--- config.mk ---
export PLATFORM = sky130hd
export DESIGN_NAME = codificador_2de5_flat
export DESIGN_NICKNAME = d
export VERILOG_FILES = /design/src/rtl/codificador_2de5_pkg.sv /design/src/rtl/codificador_2de5_if.sv /design/src/rtl/codificador_2de5_bcd.sv /design/src/rtl/codificador_2de5.sv /design/src/flat_wrapper.sv
export SDC_FILE = /design/constraint.sdc
export NUM_CORES = 1
export LEC_CHECK = 0
export BUFFER_PORTS_ARGS = -buffer_cell sky130_fd_sc_hd__buf_2
export CORE_AREA = 5 5 42 44
export CTS_CLUSTER_DIAMETER = 120
export DETAILED_ROUTE_END_ITERATION = 8
export DIE_AREA = 0 0 47 49
export PLACE_DENSITY_LB_ADDON = 0.2
export SETUP_SLACK_MARGIN = 0.15
export SLEW_MARGIN = 20
export SYNTH_ARGS = -nofsm -noshare
export SYNTH_HDL_FRONTEND = slang
export SYNTH_SLANG_ARGS = --single-unit
--- constraint.sdc ---
create_clock -name clk -period 0.8 [get_ports clk]
set_input_delay 0.12 -clock clk [delete_from_list [all_inputs] [get_ports clk]]
set_output_delay 0.12 -clock clk [all_outputs]
set_load 0.005 [all_outputs]
--- src/rtl/codificador_2de5_pkg.sv ---
// Shared constants for the BCD to 2-out-of-5 (7-4-2-1-0) encoder.
// Code bit order is {m1,m2,m3,m4,m5}; m1 carries weight 7.
package codificador_pkg;

    localparam logic [3:0] BCD_MAX = 4'd9;

    localparam logic [4:0] CODE_0       = 5'b11000;
    localparam logic [4:0] CODE_1       = 5'b00011;
    localparam logic [4:0] CODE_2       = 5'b00101;
    localparam logic [4:0] CODE_3       = 5'b00110;
    localparam logic [4:0] CODE_4       = 5'b01001;
    localparam logic [4:0] CODE_5       = 5'b01010;
    localparam logic [4:0] CODE_6       = 5'b01100;
    localparam logic [4:0] CODE_7       = 5'b10001;
    localparam logic [4:0] CODE_8       = 5'b10010;
    localparam logic [4:0] CODE_9       = 5'b10100;
    localparam logic [4:0] CODE_INVALID = 5'b00000;

endpackage

--- src/rtl/codificador_2de5_if.sv ---
// Digit-in / code-out bundle of the encoder.
// The master drives the digit and ready; the slave returns the code and flags.
interface codificador_2de5_if;

    logic a;
    logic b;
    logic c;
    logic d;
    logic ready;
    logic m1;
    logic m2;
    logic m3;
    logic m4;
    logic m5;
    logic valid;
    logic err;

    modport master (
        output a, b, c, d, ready,
        input  m1, m2, m3, m4, m5, valid, err
    );

    modport slave (
        input  a, b, c, d, ready,
        output m1, m2, m3, m4, m5, valid, err
    );

endinterface

--- src/rtl/codificador_2de5_bcd.sv ---
// Combinational BCD digit to 2-out-of-5 code lookup.
// Digits above 9 give the all-zero code and raise o_invalid.
module bcd_to_2de5
    import codificador_pkg::*;
(
    input  logic [3:0] i_digit,
    output logic [4:0] o_code,
    output logic       o_invalid
);

    always_comb begin
        o_code    = CODE_INVALID;
        o_invalid = (i_digit > BCD_MAX);
        case (i_digit)
            4'd0:    o_code = CODE_0;
            4'd1:    o_code = CODE_1;
            4'd2:    o_code = CODE_2;
            4'd3:    o_code = CODE_3;
            4'd4:    o_code = CODE_4;
            4'd5:    o_code = CODE_5;
            4'd6:    o_code = CODE_6;
            4'd7:    o_code = CODE_7;
            4'd8:    o_code = CODE_8;
            4'd9:    o_code = CODE_9;
            default: o_code = CODE_INVALID;
        endcase
    end

endmodule

--- src/rtl/codificador_2de5.sv ---
// Registered BCD to 2-out-of-5 encoder: samples the digit when ready is high,
// holds code and err otherwise, and pulses valid on every sampling edge.
module codificador_2de5
    import codificador_pkg::*;
(
    input  logic                clk,
    input  logic                reset,
    codificador_2de5_if.slave   bus
);

    logic [3:0] w_digit;
    logic [4:0] w_code;
    logic       w_invalid;

    logic [4:0] r_code;
    logic       r_valid;
    logic       r_err;

    assign w_digit = {bus.a, bus.b, bus.c, bus.d};

    bcd_to_2de5 u_lookup (
        .i_digit   (w_digit),
        .o_code    (w_code),
        .o_invalid (w_invalid)
    );

    // Code and err only move on a sample; valid is recomputed every edge.
    always_ff @(posedge clk or posedge reset) begin
        if (reset) begin
            r_code  <= CODE_INVALID;
            r_valid <= 1'b0;
            r_err   <= 1'b0;
        end else begin
            r_valid <= bus.ready;
            if (bus.ready) begin
                r_code <= w_code;
                r_err  <= w_invalid;
            end
        end
    end

    assign bus.m1    = r_code[4];
    assign bus.m2    = r_code[3];
    assign bus.m3    = r_code[2];
    assign bus.m4    = r_code[1];
    assign bus.m5    = r_code[0];
    assign bus.valid = r_valid;
    assign bus.err   = r_err;

endmodule

--- src/flat_wrapper.sv ---
// flat-port wrapper written by rule: the top's interface ports become plain ports
module codificador_2de5_flat import codificador_pkg::*;
  (clk, reset, bus_a, bus_b, bus_c, bus_d, bus_ready, bus_m1, bus_m2, bus_m3, bus_m4, bus_m5, bus_valid, bus_err);
  codificador_2de5_if bus_i ();
  input  logic clk;
  input  logic reset;
  input wire logic [$bits(bus_i.a)-1:0] bus_a;
  input wire logic [$bits(bus_i.b)-1:0] bus_b;
  input wire logic [$bits(bus_i.c)-1:0] bus_c;
  input wire logic [$bits(bus_i.d)-1:0] bus_d;
  input wire logic [$bits(bus_i.ready)-1:0] bus_ready;
  output wire logic [$bits(bus_i.m1)-1:0] bus_m1;
  output wire logic [$bits(bus_i.m2)-1:0] bus_m2;
  output wire logic [$bits(bus_i.m3)-1:0] bus_m3;
  output wire logic [$bits(bus_i.m4)-1:0] bus_m4;
  output wire logic [$bits(bus_i.m5)-1:0] bus_m5;
  output wire logic [$bits(bus_i.valid)-1:0] bus_valid;
  output wire logic [$bits(bus_i.err)-1:0] bus_err;
  assign bus_i.a = bus_a;
  assign bus_i.b = bus_b;
  assign bus_i.c = bus_c;
  assign bus_i.d = bus_d;
  assign bus_i.ready = bus_ready;
  assign bus_m1 = bus_i.m1;
  assign bus_m2 = bus_i.m2;
  assign bus_m3 = bus_i.m3;
  assign bus_m4 = bus_i.m4;
  assign bus_m5 = bus_i.m5;
  assign bus_valid = bus_i.valid;
  assign bus_err = bus_i.err;
  codificador_2de5 u_core (.clk(clk), .reset(reset), .bus(bus_i));
endmodule
==> reports/qor.yml <==
run_status: "finished with violations"
violations_in_the_final_reports: "negative setup slack"
power.ir.vdd_worst_v: 0.000441
synthToLayoutAreaGrowth_pct: 61.3
critical_path.startpoint: "u_core.r_code[3]$_DFFE_PP0P_"
synth.lib_cells_used.distinct: 19
m1WireLength_um: 362
report.final.setup_viol: 8
grt_first_pass_wirelength_um: 1390
cp.required_ns: 0.68
worst_setup_path_endpoint: "bus_m2"
cts_buffer_depth: 2
pwr-share-seq_pct: 40.0
mostFrequentLayoutCell: "buf_2"
placeableCoreArea_um2: 1400
worst_ep_arrival_ns: 0.75
critical_path.slowest_cell: "dfrtp_1"
power.density_nw_per_um2: 1420
fp-row-count: 14
antenna-diode-count: 0
ant_nets: 0
timing_worst_slew_pin_value_ns: 0.257
io_buffers: 13
hold_viol: 0
wl_met2_um: 410
reg2reg_to: "u_core.r_code[0]$_DFFE_PP0P_"
clk_root_buffer_cell: "clkbuf_4"
timing.critical_path.buf_inv: 1
via_count: 385
grt_max_degree: 13
synth-seq-area-share_pct: 39.9
globalplace.congestion: 0.695
wl_um: 860
max_cap_viol_count: 0
h-tree-depth: 1
synthArstFlopShare_pct: 100
switching_share_pct: 26.5
post_synthesis_cell_type_with_the_largest_combined_area: "dfrtp_1"
timing.final.max_slew_violations: 0
timing.final.crit_period_ns: 0.865
setup_slack_ns: -0.0651
synth-seq-cells: 7
rsz0062_at_grt: "yes"
timing_worst_setup_path_type: "reg -> out"
cpPeakStageDelay_ns: 0.37
cts_tree: "done"
p_clk_share_pct: 31.4
dr.first_iter.drc_count: 2
finish.net_count: 84
synth-warning-count: 0
clk-insertion-delay-late_ns: 0.24
leading_cell_types_in_the_layout_fill_and_taps_excluded: "11 x buf_2, 9 x buf_4, 7 x dfrtp_1"
synth_ff_type: "dfrtp_1"
path_clk_slew_ns: 0.05
total_leakage_power_nw: 0.337
tritoncts.num_buffers: 3
cellInternalPower_mw: 0.740
grt_usage_pct: 8.83
post_route_cells_drive_above_1_share_pct: 52.1
initial_core_utilization_pct: 31.3
reg2reg_depth: 4
dr_wl_met3_um: 51
launch_instance_of_the_worst_register_to_register_path: "u_core.r_code[0]$_DFFE_PP0P_"
clock-skew-final_ns: 0
drt-wirelength-per-cell_um: 9.89
detail_route.drc_violations: 0
yosysTopAreaCellShare_pct: 39.9
dieArea_um2: 2300
design_power_total_mw: 1.01
hold_class: "in -> reg"
reg2reg_slack_ns: -0.01
cp-start-kind: "flop"
routed.top_layer: "met4"
end_kind: "primary output"
fin_crit_sh_pct: 108
synthesis.nets: 58
num_io_pins: 14
die-height_um: 49
gate_count_of_the_mapped_netlist: 46
syn-cell-area_um2: 439
fill_cells: 131
detail_route.vias_per_cell: 4.43
dr_pass1_iterations: 4
clock-sinks: 7
maxClockFrequency_mhz: 1160
worst-path-stages: 1
synth_top_cells_by_area: "dfrtp_1 40%, ha_1 14%, mux2i_1 6.8%"
synth_enable_flop_cells: 0
max_slew_margin_pct: 82.8
floorplan.die.width_um: 47
avg_inst_size_synth_um2: 9.55
power.switching_mw: 0.266
grt_overflow: 0
antenna_found_initial: 0
totalNegativeSetupSlack_ns: -0.409
worst-path-max-fanout: 2
crit_family: "flip-flops"
comb_power_share_pct: 28.6
vias_in_the_first_global_route: 352
timing.critical_path.cells: "buf_2"
## worst min-delay path by stage
stage | cells after the start | startpoint | end
floorplan | 1 | reset | u_core.bus.err$_DFFE_PP0P_
global placement | 2 | reset | u_core.r_code[3]$_DFFE_PP0P_
detailed placement | 2 | reset | u_core.r_code[0]$_DFFE_PP0P_
CTS | 1 | bus_ready | u_core.bus.valid$_DFF_PP0_
global route | 1 | bus_ready | u_core.bus.valid$_DFF_PP0_
finish | 1 | bus_ready | u_core.bus.valid$_DFF_PP0_
## repair_timing
item	4_1_cts	5_1_grt
resized for setup	7	8
buffers inserted	3	3
pin swaps	2	2
hold buffers	1	0
endpoints found under the setup margin	13	13
endpoints found under the hold margin	7	0
## registers in the layout, summed over array words and instances, names as in the netlist
signal and flops:
u_core.r_code 5, u_core.bus.err 1, u_core.bus.valid 1
## per-layer routing
metal | track usage [%] | vias up
met4 | 9.68 | 0
met3 | 2.21 | 4
met2 | 12.4 | 12
met5 | 0 | -
li1 | - | 201
met1 | 9.56 | 168
## layout make-up
class	count	area (um^2)	share of cell area (%)
tap	16	20.0	2.83
inverter	7	45.0	6.36
clock buffer	4	26.3	3.71
timing repair buffer	24	166	23.5
multi-input combinational	29	275	38.9
sequential	7	175	24.7
## Yosys cell counts, types with 2 or more instances
master and count:
dfrtp_1 7, inv_1 7, ha_1 5, mux2i_1 3, nand2_1 3, nand2b_1 3
nor2_1 3, a31oi_1 2, buf_2 2, o22ai_1 2
## power groups by stage
stage / logic [mW] / clock network (mW) / registers, mW
finish: 0.288 / 0.316 / 0.403
global placement: 0.213 / 0 / 0.408
detailed placement: 0.213 / 0 / 0.410
global route: 0.321 / 0.360 / 0.405
CTS: 0.253 / 0.327 / 0.403
floorplan: 0.121 / 0 / 0.414
## cells by family (layout without fill, tap and decap cells)
group                      Yosys count  count (layout)  share of synthesized area [%]
and+or+nand+nor                     11              11                           12.3
buffers and inverters               10              35                           10.8
AOI/OAI and AO/OA                    9               9                           14.0
DFF                                  7               7                           39.9
adders and majority gates            5               5                           14.2
muxes                                3               3                           6.84
xor gates and xnor gates             1               1                           1.99
## per-stage QoR
stage | instance area, um^2 | std cells | setup WS (ns) | utilization (%) | hold WS (ns)
after floorplan | 483 | 46 | 0.0464 | - | -0.0766
after global placement | 577 | 76 | -0.226 | 41.2 | 0.0596
after detailed placement | 577 | 76 | -0.241 | 41.2 | 0.0613
after CTS | 661 | 84 | -0.0750 | 47.1 | 0.0966
after global routing | 708 | 87 | -0.109 | 50.5 | 0.107
final | 708 | 87 | -0.0651 | 50.5 | 0.116
(Power assumes the default switching activity.)
